`src/rtl/guess_input.sv`:
```
// PS/2 keyboard front end for the hangman game: deserializes scan-code-set-2 frames and
// turns letter/Enter make codes into a one-cycle load pulse with a letter index.
module guess_input #(
  parameter int FILTER_LEN     = 4,
  parameter int TIMEOUT_CYCLES = 50000
) (
  input  logic       clk,
  input  logic       reset,
  input  logic       ps2_clk,
  input  logic       ps2_data,
  output logic       load,
  output logic [4:0] load_x,
  output logic       frame_error
);

  localparam int FW = $clog2(FILTER_LEN + 1);
  localparam int TW = $clog2(TIMEOUT_CYCLES + 1);
  localparam logic [FW-1:0] FILT_MAX = FW'(FILTER_LEN - 1);
  localparam logic [TW-1:0] TIME_MAX = TW'(TIMEOUT_CYCLES - 1);

  typedef enum logic {RX_IDLE, RX_RECV} rx_state_t;
  typedef enum logic [1:0] {DEC_MAKE, DEC_BREAK, DEC_EXT, DEC_EXT_BREAK} dec_state_t;

  logic          clk_s1, clk_s2, data_s1, data_s2;
  logic          filt_clk, fall;
  logic [FW-1:0] filt_cnt;

  rx_state_t     rx_state;
  logic [3:0]    bit_cnt;
  logic [7:0]    shift;
  logic          parity, start_bad;
  logic [TW-1:0] timer;
  logic          byte_valid;
  logic [7:0]    rx_byte;

  dec_state_t    dec_state;
  logic [7:0]    held;
  logic [5:0]    mapped;

  // Two-flop synchronizers, then a level filter: the filtered clock only follows a new
  // level after FILTER_LEN consecutive agreeing samples, so short glitches are swallowed.
  always_ff @(posedge clk) begin
    if (reset) begin
      clk_s1   <= 1'b1;
      clk_s2   <= 1'b1;
      data_s1  <= 1'b1;
      data_s2  <= 1'b1;
      filt_clk <= 1'b1;
      filt_cnt <= '0;
      fall     <= 1'b0;
    end else begin
      clk_s1  <= ps2_clk;
      clk_s2  <= clk_s1;
      data_s1 <= ps2_data;
      data_s2 <= data_s1;
      fall    <= 1'b0;
      if (clk_s2 != filt_clk) begin
        if (filt_cnt == FILT_MAX) begin
          filt_clk <= clk_s2;
          filt_cnt <= '0;
          fall     <= filt_clk & ~clk_s2;
        end else begin
          filt_cnt <= filt_cnt + FW'(1);
        end
      end else begin
        filt_cnt <= '0;
      end
    end
  end

  always_ff @(posedge clk) begin
    if (reset) begin
      rx_state    <= RX_IDLE;
      bit_cnt     <= '0;
      shift       <= '0;
      parity      <= 1'b0;
      start_bad   <= 1'b0;
      timer       <= '0;
      byte_valid  <= 1'b0;
      rx_byte     <= '0;
      frame_error <= 1'b0;
    end else begin
      byte_valid  <= 1'b0;
      frame_error <= 1'b0;
      case (rx_state)
        RX_IDLE: begin
          timer <= '0;
          if (fall) begin
            start_bad <= data_s2;
            bit_cnt   <= 4'd1;
            rx_state  <= RX_RECV;
          end
        end
        RX_RECV: begin
          if (fall) begin
            timer <= '0;
            if (bit_cnt <= 4'd8) begin
              shift   <= {data_s2, shift[7:1]};
              bit_cnt <= bit_cnt + 4'd1;
            end else if (bit_cnt == 4'd9) begin
              parity  <= data_s2;
              bit_cnt <= bit_cnt + 4'd1;
            end else begin
              // Stop bit: accept only with a low start bit, high stop bit and odd parity.
              if (!start_bad && data_s2 && (^{parity, shift})) begin
                byte_valid <= 1'b1;
                rx_byte    <= shift;
              end else begin
                frame_error <= 1'b1;
              end
              rx_state <= RX_IDLE;
            end
          end else if (timer == TIME_MAX) begin
            frame_error <= 1'b1;
            rx_state    <= RX_IDLE;
          end else begin
            timer <= timer + TW'(1);
          end
        end
        default: rx_state <= RX_IDLE;
      endcase
    end
  end

  function automatic logic [5:0] map_code(input logic [7:0] code);
    case (code)
      8'h1C: return {1'b1, 5'd0};
      8'h32: return {1'b1, 5'd1};
      8'h21: return {1'b1, 5'd2};
      8'h23: return {1'b1, 5'd3};
      8'h24: return {1'b1, 5'd4};
      8'h2B: return {1'b1, 5'd5};
      8'h34: return {1'b1, 5'd6};
      8'h33: return {1'b1, 5'd7};
      8'h43: return {1'b1, 5'd8};
      8'h3B: return {1'b1, 5'd9};
      8'h42: return {1'b1, 5'd10};
      8'h4B: return {1'b1, 5'd11};
      8'h3A: return {1'b1, 5'd12};
      8'h31: return {1'b1, 5'd13};
      8'h44: return {1'b1, 5'd14};
      8'h4D: return {1'b1, 5'd15};
      8'h15: return {1'b1, 5'd16};
      8'h2D: return {1'b1, 5'd17};
      8'h1B: return {1'b1, 5'd18};
      8'h2C: return {1'b1, 5'd19};
      8'h3C: return {1'b1, 5'd20};
      8'h2A: return {1'b1, 5'd21};
      8'h1D: return {1'b1, 5'd22};
      8'h22: return {1'b1, 5'd23};
      8'h35: return {1'b1, 5'd24};
      8'h1A: return {1'b1, 5'd25};
      8'h5A: return {1'b1, 5'd26};
      default: return 6'd0;
    endcase
  endfunction

  assign mapped = map_code(rx_byte);

  // held remembers the last make code so typematic repeats of the same key stay silent
  // until its break code arrives; 8'h00 never maps, so it doubles as "nothing held".
  always_ff @(posedge clk) begin
    if (reset) begin
      dec_state <= DEC_MAKE;
      held      <= '0;
      load      <= 1'b0;
      load_x    <= '0;
    end else begin
      load <= 1'b0;
      if (byte_valid) begin
        case (dec_state)
          DEC_MAKE: begin
            if (rx_byte == 8'hF0) begin
              dec_state <= DEC_BREAK;
            end else if (rx_byte == 8'hE0) begin
              dec_state <= DEC_EXT;
            end else if (mapped[5]) begin
              if (rx_byte != held) begin
                load   <= 1'b1;
                load_x <= mapped[4:0];
              end
              held <= rx_byte;
            end
          end
          DEC_BREAK: begin
            if (rx_byte == held) held <= '0;
            dec_state <= DEC_MAKE;
          end
          DEC_EXT: begin
            dec_state <= (rx_byte == 8'hF0) ? DEC_EXT_BREAK : DEC_MAKE;
          end
          default: dec_state <= DEC_MAKE;
        endcase
      end
    end
  end

endmodule
```
`config.mk`:
```
export PLATFORM = sky130hd
export DESIGN_NAME = guess_input
export DESIGN_NICKNAME = d
export VERILOG_FILES = /design/src/rtl/guess_input.sv
export SDC_FILE = /design/constraint.sdc
export NUM_CORES = 1
export LEC_CHECK = 0
export ABC_AREA = 1
export BUFFER_PORTS_ARGS = -buffer_cell sky130_fd_sc_hd__buf_4
export CORE_ASPECT_RATIO = 1.1
export CORE_MARGIN = 4
export CORE_UTILIZATION = 56
export DETAILED_ROUTE_END_ITERATION = 10
export PLACE_DENSITY = 0.72
export SETUP_SLACK_MARGIN = 0.3
export SKIP_LAST_GASP = 1
export SLEW_MARGIN = 20
export SYNTH_ARGS = -nofsm -noshare
export SYNTH_HDL_FRONTEND = slang
export SYNTH_SLANG_ARGS = --single-unit
```
`constraint.sdc`:
```
create_clock -name clk -period 2.55 [get_ports clk]
set_clock_uncertainty 0.1 [all_clocks]
set_input_delay 0.765 -clock clk [delete_from_list [all_inputs] [get_ports clk]]
set_output_delay 0.765 -clock clk [all_outputs]
set_load 0.03 [all_outputs]
```
==> metrics.cfg, run 1 <==
[global_routing]
grt_first_pass_wirelength_um=14400
grt-ovfl-total=0
grt_pass1_vias=3377
grtUsageTotal_pct=22.2
antenna_found_initial=0
grt_max_degree=30

[cells_and_area]
drive_above_1_share_pct=26.7
multiInputGateArea_um2=2210
layout.nets=593
final_cells=667
antennaDiodeCount=0
fin_util_pct=70.5
fillers=540
regArea_um2=1470
area_growth_pct=22.9

[route]
drtPass1Iterations=5
post_drt_wl_per_cell_um=13.5
route.detailed.drc=0
viasPerCell=5.43
dr.first_iter.drc_count=203
vias=3623
ant_nets=0
wl_um=8970

[floorplanning]
dieArea_um2=8090
ios=11
core-area_um2=6560
rows=31
start_util_pct=57.3
dieHeight_um=93.9
die_x_um=86.1

[outcome]
status=finished, violations left
violations=negative setup slack

[place]
hpwlAfterDp_um=6080
port_buffers=10
dp_cells=629
routabilityCongestion=0.912

[clock_network]
cts.sinks=72
cts.clk_slew.worst_paths_ps=70
htree_levels=3
cts_tree=yes
cts-buffers-inserted=9
cts-root-buf=clkbuf_8
cts.path.max_buffers=2
insertion_delay_ps=340

[yosys]
synth_seq_cells=72
synth_top_area_cell=dfxtp_1
seq_area_frac_synth_pct=38.3
synthFlopType=dfxtp_1
synth_fp_nets=540
netlist_instances=527
synth_cell_type_count=42
synth-async-reset-ratio_pct=0
avgSynthCellArea_um2=7.13
syn-cell-area_um2=3760
synth-edff-count=0
yosys.cell_count.top_type=nand2_1
synth.top_cell.area_share_pct=38.3
synth_area_leaders=dfxtp_1 38%, nand2_1 13%, inv_1 5.9%
synth_warnings=0
ys_top_cells_by_count=134 x nand2_1, 72 x dfxtp_1, 59 x inv_1, 46 x nor2_1, 40 x a21oi_1

[timing]
slew_headroom_pct=64.8
worst_pin_slew_ps=528
hold_violations=0
fin_crit_sh_pct=101
setup_viol=1
whs_ps=314
achievable-frequency_mhz=387
finalSetupTns_ps=-37.3
setup_ws_ps=-37.3
drv_slew=0
rsz0062_at_grt=true
fin_crit_ps=2590

[power_and_ir_drop]
leakagePower_uw=0.00189
p_per_area_nw_per_um2=418
peakVddDrop_v=0.000388

[critical_path]
critPathCaptureType=flop
cp_max_fo=7
critical_path_class=flop to flop
arrival_ps=2770
cp.required_ps=2740
r2r_cells=22
cp-start-kind=flop

[min_path]
min_path_type=flop to flop
hold_depth=1

[job]
maxCapViolCount=0

[final timing paths]
kind / start / end / slack [ps]
worst min register to register: clk_s1 / clk_s2 / 310
worst min-delay path: clk_s1 / clk_s2 / 310
worst max register to register: shift[6] / flop / -40
worst max-delay path: shift[6] / flop / -40
[layout by cell type (no fill, tap or decap), drive strengths merged, types with 7 or more instances in the layout]
cell and instances:
nor3 9, inv 67, nor2 56, o21ai 23
nor4 7, clkbuf 13, nand2 143, buf 51
nand3 45, nand4 10, or2 8, dfxtp 72
a21oi 41, ha 9
[final cells by class]
| cell class | count | area share, % |
|---|---|---|
| Clock buffer | 13 | 3.22 |
| Inverter | 69 | 5.66 |
| Clock inverter | 3 | 0.379 |
| Sequential cell | 72 | 31.8 |
| Timing Repair Buffer | 51 | 8.99 |
| Multi-Input combinational cell | 377 | 47.7 |
| Tap cell | 82 | 2.22 |
[critical path, cell delays in order (launching register included)]
cell     delay [ps]
dfxtp_4         380
inv_2            50
nand2_1          80
nand2_2          80
nand2_2          70
inv_1            40
nor2_1          100
nand2_1          80
nand3_2         120
nand4_4         200
nand2_4         150
nand2_4          60
nor2_4          120
buf_4           110
buf_6            90
nand4_1         190
nand3_1         180
nand2_1          60
nand2_1          60
nand2_1          50
nand2_1          60
nand2_1          40
nand2_1          50
[cell families after synthesis]
family	count (synthesis)	synth area share [%]
fa+ha+maj	9	3.00
flops	72	38.3
simple gates	282	36.5
buf+inv	78	8.42
xor+xnor	4	0.932
compound gates	82	12.8
[power breakdown]
| part | switching, uW | leakage, uW | internal (uW) | total, uW |
|---|---|---|---|---|
| logic | 22.6 | 0.00122 | 12.0 | 34.6 |
| registers | 0.907 | 0.000588 | 1120 | 1120 |
| clock network | 398 | 0.0000834 | 378 | 776 |
| total | 422 | 0.00189 | 1510 | 1930 |
[timing repair]
item                                    4_1_cts  5_1_grt
endpoints found under the setup margin       22       25
hold buffers                                  0        0
pin swaps                                    11       17
gates resized for setup                      19       38
setup buffers                                12       10
[sequential cells by signal, indices dropped and copies added, names as in the netlist, 2 cells and up, named ones only]
name	count
timer	16
rx_byte	8
filt_cnt	3
bit_cnt	4
dec_state	2
held	8
shift	8
load_x	5
[metrics by stage]
stage / setup slack, ps / power (uW) / area [um2]
6_report: -37.3 / 1930 / 4620
5_1_grt: -240 / 2000 / 4620
4_1_cts: 94.8 / 1950 / 4400
3_5_place_dp: -25.4 / 1190 / 4070
3_3_place_gp: 58.2 / 1190 / 4070
2_1_floorplan: 125 / 1170 / 3790
[per-layer routing]
metal | wire length (um) | part of all wire, % | track usage [%] | up-vias
li1 | - | - | - | 1845
met1 | 3760 | 42 | 25.6 | 1658
met2 | 4510 | 50 | 38.1 | 87
met3 | 359 | 4.0 | 3.86 | 33
met4 | 352 | 3.9 | 13.1 | 0
met5 | 0 | 0 | 0 | -
(Power assumes the default switching activity.)
==> run 2, diff against run 1 <==
Settings changed: CORE_UTILIZATION 56 to 62, PLACE_DENSITY 0.72 to 0.75.
Clock period 2.55 ns to 2.9 ns, I/O delays scaled along.
==> metrics.cfg, run 2 (synthesis results as in run 1) <==
[timing]
fin_crit_sh_pct=86.0  ; -16 points
setup_viol=0  ; -1
achievable-frequency_mhz=401  ; +3.8%
worst_pin_slew_ps=882  ; +354 ps
hold_violations=0  ; unchanged
fin_crit_ps=2490  ; -94.4 ps
whs_ps=320  ; +5.94 ps
rsz0062_at_grt=true
finalSetupTns_ps=0  ; +37.3 ps
slew_headroom_pct=41.0  ; -24 points
drv_slew=0  ; unchanged

[floorplanning]
rows=29  ; -6.5%
die_x_um=82.2  ; -4.5%
dieHeight_um=89.7  ; -4.5%
start_util_pct=64.3  ; +7.0 points
core-area_um2=5840  ; -11%
ios=11  ; unchanged
dieArea_um2=7370  ; -8.8%

[cells_and_area]
mostFrequentLayoutCells=131 x nand2_1, 62 x dfxtp_1, 57 x inv_1, 42 x nor2_1, 40 x a21oi_1
largest_reg_flops=16  ; unchanged
top_register=timer
antennaDiodeCount=0  ; unchanged
layout_commonest_cell=nand2_1
layout.nets=570  ; -3.9%
drive_above_1_share_pct=21.6  ; -5.1 points
area_growth_pct=15.2
fin_util_pct=74.1  ; +3.6 points

[critical_path]
cp-start-kind=flop
cp-startpoint=bit_cnt[0]
cp.required_ps=3090  ; +350 ps
cp_max_fo=5  ; -2
critical_path_class=flop to flop
critPathCaptureType=flop
arrival_ps=2680  ; -90 ps
rr_startpoint=bit_cnt[0]

[route]
vias=3433  ; -5.2%
ant_nets=0  ; unchanged
drtPass1Iterations=4  ; -1
dr.first_iter.drc_count=292  ; +44%
post_drt_wl_per_cell_um=13.1  ; -2.4%
viasPerCell=5.39  ; -0.78%
wl_um=8370  ; -6.8%
route.detailed.drc=0  ; unchanged

[power_and_ir_drop]
leakagePower_uw=0.00176  ; -6.9%
peakVddDrop_v=0.000274  ; -29%
p_per_area_nw_per_um2=384  ; -8.2%

[clock_network]
cts_tree=yes
cts-buffers-inserted=9  ; unchanged
cts.path.max_buffers=2  ; unchanged
insertion_delay_ps=350  ; about the same
postCtsHoldBufs=0  ; unchanged
htree_levels=3  ; unchanged
cts-root-buf=clkbuf_8
cts.clk_slew.worst_paths_ps=80  ; about the same
cts.sinks=72  ; unchanged

[global_routing]
grt-ovfl-total=0  ; unchanged
antenna_found_initial=0  ; unchanged
grt_max_degree=30  ; unchanged
grtUsageTotal_pct=23.8  ; +1.6 points
grt_first_pass_wirelength_um=13600  ; -6.1%
grt_pass1_vias=3171  ; -6.1%

[outcome]
status=complete, no violations

[place]
port_buffers=10  ; unchanged
routabilityCongestion=0.946  ; +3.7%
hpwlAfterDp_um=6010  ; -1.1%

[job]
maxCapViolCount=0  ; unchanged

[min_path]
hp-start=data_s1
min_path_type=flop to flop

## run 2: power by group
group	switching, uW	internal (uW)	total (uW)
Sequential	1.01	986	987
Clock	352	298	650
Combinational	18.0	7.96	26.0
## run 2: metal layers
metal | vias to the layer above | part of all wire, % | GRT usage (%)
met5 | - | 0 | 0
li1 | 1784 | - | -
met2 | 65 | 48 | 41.0
met3 | 18 | 3.4 | 4.79
met4 | 0 | 2.4 | 9.82
met1 | 1566 | 46 | 28.9
## run 2: worst paths after layout
kind / cells past startpoint / end / slack (ps)
max: 18 / flop / 410
min: 1 / data_s2 / 320
max reg2reg: 18 / flop / 410
min reg2reg: 1 / data_s2 / 320
## run 2: final cells by class
class | count | area (um2)
Timing Repair Buffer | 28 | 225
Multi-Input combinational cell | 377 | 2130
Inverter | 69 | 259
Fill cell | 453 | 1510
Sequential cell | 72 | 1470
Clock inverter | 4 | 23.8
Tap cell | 77 | 96.3
Clock buffer | 10 | 128
## run 2: worst max-delay path: stages (launching register included)
cell	delay, ps
dfxtp_4	360
buf_4	140
ha_1	190
nand3_1	120
nand2_2	90
nor2_4	120
nand4_4	140
nand2_4	130
nand2_2	70
nor2_4	140
ha_4	210
or2_4	250
nand3_1	80
nand2_1	50
nand2_1	50
nand2_1	40
nand2_1	60
nand2_1	50
nand2_1	50
## run 2: through the flow
stage               cell area (um2)  power (uW)  std cells  worst slack (ps)
finish                         4330        1660        637               407
global placement               3930        1040        612               203
global route                   4330        1720        637               218
floorplan                      3760        1030        527               319
detailed placement             3930        1040        612              87.3
CTS                            4110        1670        629               321
## run 2: what timing repair did
item	4_1_cts	5_1_grt
setup endpoints to repair	6	14
cloned	0	0
gates resized for setup	4	43
pin swaps	3	13
setup buffers	3	8
